<file path="src/rtl/hilo_muldiv_unit_pkg.sv">
// Shared definitions for the HI/LO multiply/divide unit: op encodings, FSM states
// and op-classification helpers.
package muldiv_pkg;

    typedef enum logic [3:0] {
        MD_MULT  = 4'd0,
        MD_MULTU = 4'd1,
        MD_MADD  = 4'd2,
        MD_MSUB  = 4'd3,
        MD_DIV   = 4'd4,
        MD_DIVU  = 4'd5,
        MD_MTHI  = 4'd6,
        MD_MTLO  = 4'd7
    } md_op_e;

    typedef enum logic [1:0] {
        ST_IDLE = 2'd0,
        ST_CALC = 2'd1,
        ST_FIX  = 2'd2
    } md_state_e;

    function automatic logic is_signed(input logic [3:0] op);
        return (op == MD_MULT) || (op == MD_MADD) || (op == MD_MSUB) || (op == MD_DIV);
    endfunction

    function automatic logic is_div(input logic [3:0] op);
        return (op == MD_DIV) || (op == MD_DIVU);
    endfunction

    function automatic logic is_multi(input logic [3:0] op);
        return (op == MD_MULT) || (op == MD_MULTU) || (op == MD_MADD) ||
               (op == MD_MSUB) || (op == MD_DIV)   || (op == MD_DIVU);
    endfunction

endpackage

</file>
<file path="src/rtl/hilo_muldiv_unit_if.sv">
// Request/result bundle between the EX stage and the HI/LO multiply/divide unit.
interface hilo_muldiv_unit_if #(
    parameter int WIDTH = 32
);
    logic             Start;
    logic [3:0]       Op;
    logic [WIDTH-1:0] OperandA;
    logic [WIDTH-1:0] OperandB;
    logic             Flush;
    logic             HLRead;
    logic             Busy;
    logic             Done;
    logic             DivZero;
    logic             Stall;
    logic [WIDTH-1:0] Hi;
    logic [WIDTH-1:0] Lo;

    modport master (
        output Start, Op, OperandA, OperandB, Flush, HLRead,
        input  Busy, Done, DivZero, Stall, Hi, Lo
    );

    modport slave (
        input  Start, Op, OperandA, OperandB, Flush, HLRead,
        output Busy, Done, DivZero, Stall, Hi, Lo
    );
endinterface

</file>
<file path="src/rtl/hilo_muldiv_unit_step.sv">
// One radix-2 iteration on the {hi,lo} working pair: shift-add for multiply,
// restoring shift-subtract for divide.
module muldiv_step #(
    parameter int WIDTH = 32
) (
    input  logic             is_div_i,
    input  logic [WIDTH-1:0] hi_i,
    input  logic [WIDTH-1:0] lo_i,
    input  logic [WIDTH-1:0] m_i,
    output logic [WIDTH-1:0] hi_o,
    output logic [WIDTH-1:0] lo_o
);
    logic [WIDTH-1:0] addend;
    logic [WIDTH:0]   sum;
    logic [WIDTH:0]   shl;
    logic [WIDTH-1:0] diff;

    always_comb begin
        addend = lo_i[0] ? m_i : {WIDTH{1'b0}};
        sum    = {1'b0, hi_i} + {1'b0, addend};
        shl    = {hi_i, lo_i[WIDTH-1]};
        // Remainder stays below the divisor, so the difference always fits WIDTH bits.
        diff   = shl[WIDTH-1:0] - m_i;
        if (is_div_i) begin
            if (shl >= {1'b0, m_i}) begin
                hi_o = diff;
                lo_o = {lo_i[WIDTH-2:0], 1'b1};
            end else begin
                hi_o = shl[WIDTH-1:0];
                lo_o = {lo_i[WIDTH-2:0], 1'b0};
            end
        end else begin
            hi_o = sum[WIDTH:1];
            lo_o = {sum[0], lo_i[WIDTH-1:1]};
        end
    end
endmodule

</file>
<file path="src/rtl/hilo_muldiv_unit.sv">
// Multi-cycle multiply/divide engine owning the HI/LO pair; works on magnitudes
// during CALC and applies signs / accumulation in the single FIX cycle.
module hilo_muldiv_unit
    import muldiv_pkg::*;
#(
    parameter int WIDTH          = 32,
    parameter int BITS_PER_CYCLE = 1
) (
    input logic               Clk,
    input logic               Reset_n,
    hilo_muldiv_unit_if.slave bus
);
    localparam int ITER = WIDTH / BITS_PER_CYCLE;
    localparam int CW   = (ITER > 1) ? $clog2(ITER) : 1;

    md_state_e        state_q, state_d;
    logic [CW-1:0]    cnt_q, cnt_d;
    md_op_e           op_q, op_d;
    logic [WIDTH-1:0] wh_q, wh_d, wl_q, wl_d, m_q, m_d, araw_q, araw_d;
    logic [WIDTH-1:0] hi_q, hi_d, lo_q, lo_d;
    logic             negp_q, negp_d, negr_q, negr_d, dzf_q, dzf_d;
    logic             done_q, done_d, dz_q, dz_d;

    logic [BITS_PER_CYCLE:0][WIDTH-1:0] hi_c, lo_c;
    logic             div_op;

    assign div_op  = is_div(op_q);
    assign hi_c[0] = wh_q;
    assign lo_c[0] = wl_q;

    for (genvar g = 0; g < BITS_PER_CYCLE; g++) begin : g_step
        muldiv_step #(.WIDTH(WIDTH)) u_step (
            .is_div_i (div_op),
            .hi_i     (hi_c[g]),
            .lo_i     (lo_c[g]),
            .m_i      (m_q),
            .hi_o     (hi_c[g+1]),
            .lo_o     (lo_c[g+1])
        );
    end

    logic             sa, sb;
    logic [WIDTH-1:0] amag, bmag, quo, rem;
    logic [2*WIDTH-1:0] prod_s;

    always_comb begin
        sa     = is_signed(bus.Op) & bus.OperandA[WIDTH-1];
        sb     = is_signed(bus.Op) & bus.OperandB[WIDTH-1];
        amag   = sa ? -bus.OperandA : bus.OperandA;
        bmag   = sb ? -bus.OperandB : bus.OperandB;
        prod_s = negp_q ? -{wh_q, wl_q} : {wh_q, wl_q};
        quo    = negp_q ? -wl_q : wl_q;
        rem    = negr_q ? -wh_q : wh_q;
    end

    always_comb begin
        state_d = state_q;
        cnt_d   = cnt_q;
        op_d    = op_q;
        wh_d    = wh_q;
        wl_d    = wl_q;
        m_d     = m_q;
        araw_d  = araw_q;
        negp_d  = negp_q;
        negr_d  = negr_q;
        dzf_d   = dzf_q;
        hi_d    = hi_q;
        lo_d    = lo_q;
        done_d  = 1'b0;
        dz_d    = 1'b0;
        unique case (state_q)
            ST_IDLE: begin
                if (bus.Start && !bus.Flush) begin
                    if (bus.Op == MD_MTHI) begin
                        hi_d = bus.OperandA;
                    end else if (bus.Op == MD_MTLO) begin
                        lo_d = bus.OperandA;
                    end else if (is_multi(bus.Op)) begin
                        state_d = ST_CALC;
                        cnt_d   = '0;
                        op_d    = md_op_e'(bus.Op);
                        araw_d  = bus.OperandA;
                        negp_d  = sa ^ sb;
                        negr_d  = sa;
                        dzf_d   = is_div(bus.Op) && (bus.OperandB == '0);
                        wh_d    = '0;
                        // Divide shifts the dividend out of lo; multiply shifts the multiplier out.
                        wl_d    = is_div(bus.Op) ? amag : bmag;
                        m_d     = is_div(bus.Op) ? bmag : amag;
                    end
                end
            end
            ST_CALC: begin
                if (bus.Flush) begin
                    state_d = ST_IDLE;
                end else begin
                    wh_d  = hi_c[BITS_PER_CYCLE];
                    wl_d  = lo_c[BITS_PER_CYCLE];
                    cnt_d = cnt_q + CW'(1);
                    if (cnt_q == CW'(ITER - 1)) state_d = ST_FIX;
                end
            end
            ST_FIX: begin
                state_d = ST_IDLE;
                if (!bus.Flush) begin
                    done_d = 1'b1;
                    dz_d   = dzf_q;
                    case (op_q)
                        MD_MADD: {hi_d, lo_d} = {hi_q, lo_q} + prod_s;
                        MD_MSUB: {hi_d, lo_d} = {hi_q, lo_q} - prod_s;
                        MD_DIV, MD_DIVU: begin
                            hi_d = dzf_q ? araw_q : rem;
                            lo_d = dzf_q ? {WIDTH{1'b1}} : quo;
                        end
                        default: {hi_d, lo_d} = prod_s;
                    endcase
                end
            end
            default: state_d = ST_IDLE;
        endcase
    end

    always_ff @(posedge Clk or negedge Reset_n) begin
        if (!Reset_n) begin
            state_q <= ST_IDLE;
            cnt_q   <= '0;
            op_q    <= MD_MULT;
            wh_q    <= '0;
            wl_q    <= '0;
            m_q     <= '0;
            araw_q  <= '0;
            negp_q  <= 1'b0;
            negr_q  <= 1'b0;
            dzf_q   <= 1'b0;
            hi_q    <= '0;
            lo_q    <= '0;
            done_q  <= 1'b0;
            dz_q    <= 1'b0;
        end else begin
            state_q <= state_d;
            cnt_q   <= cnt_d;
            op_q    <= op_d;
            wh_q    <= wh_d;
            wl_q    <= wl_d;
            m_q     <= m_d;
            araw_q  <= araw_d;
            negp_q  <= negp_d;
            negr_q  <= negr_d;
            dzf_q   <= dzf_d;
            hi_q    <= hi_d;
            lo_q    <= lo_d;
            done_q  <= done_d;
            dz_q    <= dz_d;
        end
    end

    assign bus.Busy    = (state_q != ST_IDLE);
    assign bus.Stall   = bus.Busy & (bus.Start | bus.HLRead);
    assign bus.Done    = done_q;
    assign bus.DivZero = dz_q;
    assign bus.Hi      = hi_q;
    assign bus.Lo      = lo_q;
endmodule

</file>
<file path="src/flat_wrapper.sv">
// flat-port wrapper written by rule: the top's interface ports become plain ports
module hilo_muldiv_unit_flat import muldiv_pkg::*;
#(
    parameter int WIDTH          = 32,
    parameter int BITS_PER_CYCLE = 1
)
  (Clk, Reset_n, bus_Start, bus_Op, bus_OperandA, bus_OperandB, bus_Flush, bus_HLRead, bus_Busy, bus_Done, bus_DivZero, bus_Stall, bus_Hi, bus_Lo);
  hilo_muldiv_unit_if #(.WIDTH(WIDTH)) bus_i ();
  input logic Clk;
  input logic Reset_n;
  input wire logic [$bits(bus_i.Start)-1:0] bus_Start;
  input wire logic [$bits(bus_i.Op)-1:0] bus_Op;
  input wire logic [$bits(bus_i.OperandA)-1:0] bus_OperandA;
  input wire logic [$bits(bus_i.OperandB)-1:0] bus_OperandB;
  input wire logic [$bits(bus_i.Flush)-1:0] bus_Flush;
  input wire logic [$bits(bus_i.HLRead)-1:0] bus_HLRead;
  output wire logic [$bits(bus_i.Busy)-1:0] bus_Busy;
  output wire logic [$bits(bus_i.Done)-1:0] bus_Done;
  output wire logic [$bits(bus_i.DivZero)-1:0] bus_DivZero;
  output wire logic [$bits(bus_i.Stall)-1:0] bus_Stall;
  output wire logic [$bits(bus_i.Hi)-1:0] bus_Hi;
  output wire logic [$bits(bus_i.Lo)-1:0] bus_Lo;
  assign bus_i.Start = bus_Start;
  assign bus_i.Op = bus_Op;
  assign bus_i.OperandA = bus_OperandA;
  assign bus_i.OperandB = bus_OperandB;
  assign bus_i.Flush = bus_Flush;
  assign bus_i.HLRead = bus_HLRead;
  assign bus_Busy = bus_i.Busy;
  assign bus_Done = bus_i.Done;
  assign bus_DivZero = bus_i.DivZero;
  assign bus_Stall = bus_i.Stall;
  assign bus_Hi = bus_i.Hi;
  assign bus_Lo = bus_i.Lo;
  hilo_muldiv_unit #(.WIDTH(WIDTH), .BITS_PER_CYCLE(BITS_PER_CYCLE)) u_core (.Clk(Clk), .Reset_n(Reset_n), .bus(bus_i));
endmodule
</file>
<file path="config.mk">
export PLATFORM = sky130hd
export DESIGN_NAME = hilo_muldiv_unit_flat
export DESIGN_NICKNAME = d
export VERILOG_FILES = /design/src/rtl/hilo_muldiv_unit_pkg.sv /design/src/rtl/hilo_muldiv_unit_if.sv /design/src/rtl/hilo_muldiv_unit_step.sv /design/src/rtl/hilo_muldiv_unit.sv /design/src/flat_wrapper.sv
export SDC_FILE = /design/constraint.sdc
export NUM_CORES = 1
export LEC_CHECK = 0
export CORE_UTILIZATION = 30
export DETAILED_ROUTE_END_ITERATION = 8
export DONT_BUFFER_PORTS = 1
export GPL_TIMING_DRIVEN = 0
export PLACE_DENSITY = 0.53
export SLEW_MARGIN = 20
export SYNTH_ARGS = -nofsm -noshare
export SYNTH_HDL_FRONTEND = slang
export SYNTH_SLANG_ARGS = --single-unit
</file>
<file path="constraint.sdc">
create_clock -name Clk -period 13.8 [get_ports Clk]
set_clock_uncertainty 0.05 [all_clocks]
set_input_delay 4.14 -clock Clk [delete_from_list [all_inputs] [get_ports Clk]]
set_output_delay 4.14 -clock Clk [all_outputs]
set_load 0.03 [all_outputs]
</file>
==> metrics.md <==
| Metric | Value |
|---|---|
| WP data required | `14.22 ns` |
| CTS H-tree depth | `1` |
| Fin crit share | `0.637` |
| Crit-path max FO | `10` |
| Effective utilization at floorplan | `0.303` |
| Seq/Total Area, Yosys | `0.197` |
| Bufs on Longest Clock Path | `3` |
| Kind of cell adding the most delay to the critical path | `simple AND/OR/NAND/NOR gates` |
| Final hold violation count | `0` |
| Leak | `12.0 nW` |
| Combinational share of power | `0.715` |
| CP endpoint kind | `flip-flop` |
| MaxCap Viol Count | `0` |
| Initial drt markers | `3992` |
| Clk pwr share | `0.116` |
| Fill cell count | `9476` |
| CP Data Arrival Time | `9.22 ns` |
| Relative slew margins | `0.198` |
| Synthesis Warnings | `0` |
| Vias in the first global route | `27400` |
| Post-DRT Antenna Nets | `0` |
| Final setup fails | `0` |
| Drt drc | `0` |
| Std-Cell Rows | `108` |
| Ys flop type | `dfrtp_1` |
| Sw Pwr | `3.87 mW` |
| NumNets Final | `3991` |
| Area share of xor/xnor cells in the synthesized design | `0.0847` |
| Average vias per placed instance | `6.08` |
| Share of cells above drive strength 1 | `0.0444` |
| Critical Path Source Type | `flip-flop` |
| Crit path time final | `8.80 ns` |
| First-pass GRT wire length | `191000 um` |
| Switching Fraction | `0.575` |
| Sequential power share | `0.169` |
| TritonCTS clock tree | `yes` |
| Clock latency on the worst-skew pair | `0.59 ns` |
| Final WL | `133000 um` |
| Die height | `298 um` |
| EDFF count, synth | `0` |
| Synth area leaders | `dfrtp_1 20%, ha_1 9.2%, a21oi_1 7.8%, o21ai_0 5.9%, nand2_1 5.6%` |
| Worst Tran Pin Value | `1.20 ns` |
| I/O pins | `141` |
| Cell variety after synth | `95` |
| Mapped Cells | `3691` |
| Area leader, netlist | `dfrtp_1` |
| Port bufs | `0` |
| Unrepaired setup endpoints after global routing | `no` |
| Final Core Density | `0.331` |
| Gr ovfl total | `0` |
| Max IR drop VDD | `0.108 mV` |
| Drt first pass iters | `8` |
| Final Max Slew Viols | `0` |
| Mux contribution to synthesized area | `0.0325` |
| Largest net degree at the start of global routing | `209` |
| CTS Hold Bufs | `0` |
| Hold Crit Class | `reg -> reg` |
| Initial antenna violation count | `6` |
| Resized Gates After CTS | `0` |
| Die area | `89100 sq um` |
| Dpl hpwl | `107000 um` |
| Main combinational cell family by area after synthesis | `compound AO/OA/AOI/OAI gates` |
| Clock root buffer | `clkbuf_16` |
| Worst Setup Path Type | `reg -> reg` |
| Die W | `298 um` |
| Gr usage total | `0.287` |
| Mapped cell area | `26400 sq um` |
| Worst setup margin | `5.00 ns` |
| Crit-path slowest cell | `a2111oi_0` |
| Fmax | `114 MHz` |
| Area share of the largest cell type after synthesis | `0.197` |
| Post-CTS Setup Bufs | `0` |
| #FFs+latches synth | `208` |
| Routability cong. | `0.996` |
| Outcome | `completed` |
| Simple-gate share of the synthesized area | `0.215` |
| Cell Int Power | `2.87 mW` |
| Largest stage delay on the critical path | `0.81 ns` |
| Reg clk slew, reported paths | `0.06 ns` |
| Post-Synthesis Net Count | `3961` |
| Syn_area_per_cell | `7.14 sq um` |
| CP cell instances | `inv_1 > buf_1 > ha_1 > nor3b_1 > nand2_1 > nand4b_1 > clkbuf_1 > o21ai_0 > xor2_1 > inv_1 > ha_1 > clkbuf_1 > nand2_1 > or3_1 > a2111oi_0 > o211a_1 > o21ai_0 > and4_1 > nor3_1 > o21ai_0 > a31oi_1` |
| Pre-CTS WS | `5.02 ns` |
| TritonCTS Buffers | `28` |
| Avg WL per Cell | `27.1 um` |
| TNS Setup | `0 ns` |
| Clk sinks | `208` |
| DR vias | `29800` |
| Post-synthesis compound-gate area fraction | `0.305` |
| Layout area overhead | `9.15%` |
| Crit path buffers/inverters | `5` |
| Post-synth ARST share | `1.00` |
| Core area | `86900 sq um` |
| PD cells | `234 nW/um^2` |
| Most common cell on crit path | `o21ai_0` |
| Adder-cell area share of the yosys netlist | `0.0946` |
## flip-flops by register name, summed over array words and instances (netlist names)
signal              flops
u_core.araw_q          32
u_core.bus.Hi          32
u_core.bus.Lo          32
u_core.m_q             32
u_core.wh_q            32
u_core.wl_q            32
u_core.cnt_q            5
u_core.op_q             4
u_core.state_q          2
u_core.bus.DivZero      1
u_core.bus.Done         1
u_core.dzf_q            1
u_core.negp_q           1
u_core.negr_q           1
## worst paths after layout
path	slack, ns	to	start	depth (start not counted)
worst max-delay path	5.00	u_core.bus.Hi[25]$_DFFE_PN0P_	u_core.wl_q[0]$_DFFE_PN0P_	21
worst min-delay path	0.44	u_core.m_q[27]$_DFFE_PN0P_	u_core.m_q[27]$_DFFE_PN0P_	2
worst max register to register	5.00	u_core.bus.Hi[25]$_DFFE_PN0P_	u_core.wl_q[0]$_DFFE_PN0P_	21
worst min register to register	0.44	u_core.m_q[27]$_DFFE_PN0P_	u_core.m_q[27]$_DFFE_PN0P_	2
max in group asynchronous	9.93	u_core.bus.Lo[2]$_DFFE_PN0P_	Reset_n	0
min in group asynchronous	3.22	u_core.wh_q[21]$_DFFE_PN0P_	Reset_n	0
## placed cells by master (no fill, tap or decap), drive strengths merged, types with 53 or more instances in the layout
cell type and instances:
a21o 66, ha 193, inv 201, nor3 74
nand2 393, nand3 72, xnor2 149, clkbuf 258
o31ai 53, xor2 106, a21oi 411, dfrtp 208
nor2 373, o21ai 320
## kinds of logic after synthesis
group,count (synthesis)
compound gates,1277
simple gates,1223
buf+inv,450
xor+xnor,255
flops,208
fa+ha+maj,197
mux,81
## synthesized netlist by cell type, types with 10 or more instances
library cell	n
or3_1	38
dfrtp_1	208
xnor2_1	149
and3_1	29
a21o_1	66
o31ai_1	53
o211ai_1	28
or2_2	26
nor4_1	45
o21bai_1	46
inv_1	201
nor2_1	373
nand3_1	72
o31a_1	14
nor3_1	74
a31o_2	10
clkbuf_1	208
o22ai_1	31
xor2_1	106
a221o_1	11
a21boi_0	14
o2111ai_1	13
nor2b_1	21
mux2_2	36
or4_1	21
ha_1	193
a22o_1	10
o21ai_0	313
and2_1	25
buf_1	19
a211oi_1	34
nand4_1	34
nand2b_1	30
nand2_1	393
o21a_1	19
a21oi_1	411
mux2i_1	45
a221oi_1	21
o41ai_1	18
a31oi_1	38
a22oi_1	19
clkbuf_8	11
o221ai_1	18
## layout make-up
| class | instances | area [sq um] | area share |
|---|---|---|---|
| multi-input combinational | 3033 | 19300 | 0.671 |
| sequential | 208 | 5200 | 0.181 |
| tap | 1155 | 1450 | 0.0502 |
| buffer | 245 | 1090 | 0.0379 |
| clock buffer | 39 | 843 | 0.0293 |
| inverter | 205 | 769 | 0.0267 |
| clock inverter | 11 | 108 | 0.00374 |
| antenna | 3 | 7.51 | 0.000261 |
## power by group through the flow
stage | sequential (mW) | clock, mW | combinational (mW)
6_report | 1.14 | 0.784 | 4.82
5_1_grt | 1.15 | 0.811 | 5.19
4_1_cts | 1.13 | 0.791 | 4.65
3_5_place_dp | 1.14 | 0 | 4.62
3_3_place_gp | 1.14 | 0 | 4.64
2_1_floorplan | 1.02 | 0 | 3.32
## metrics by stage
stage	hold WS, ns	cell area, sq um	total power [mW]	instances
4_1_cts	0.435	28800	6.57	4896
2_1_floorplan	0.400	26400	4.34	3691
5_1_grt	0.460	28800	7.15	4897
3_3_place_gp	0.419	27800	5.78	4846
6_report	0.437	28800	6.74	4899
3_5_place_dp	0.422	27800	5.76	4846
## routing by layer
layer | track usage | vias to the layer above | routed length [um]
met5 | 0 | - | 40
met4 | 0.113 | 6 | 6120
met3 | 0.0436 | 263 | 12100
met2 | 0.443 | 1601 | 57100
met1 | 0.399 | 14500 | 57100
li1 | - | 13400 | -
## worst min-delay path: stages (launching register included)
cell and delay [ns]:
dfrtp_1 0.35, nand2_1 0.05, o21ai_0 0.06
Power figures use the tool's default switching activity.
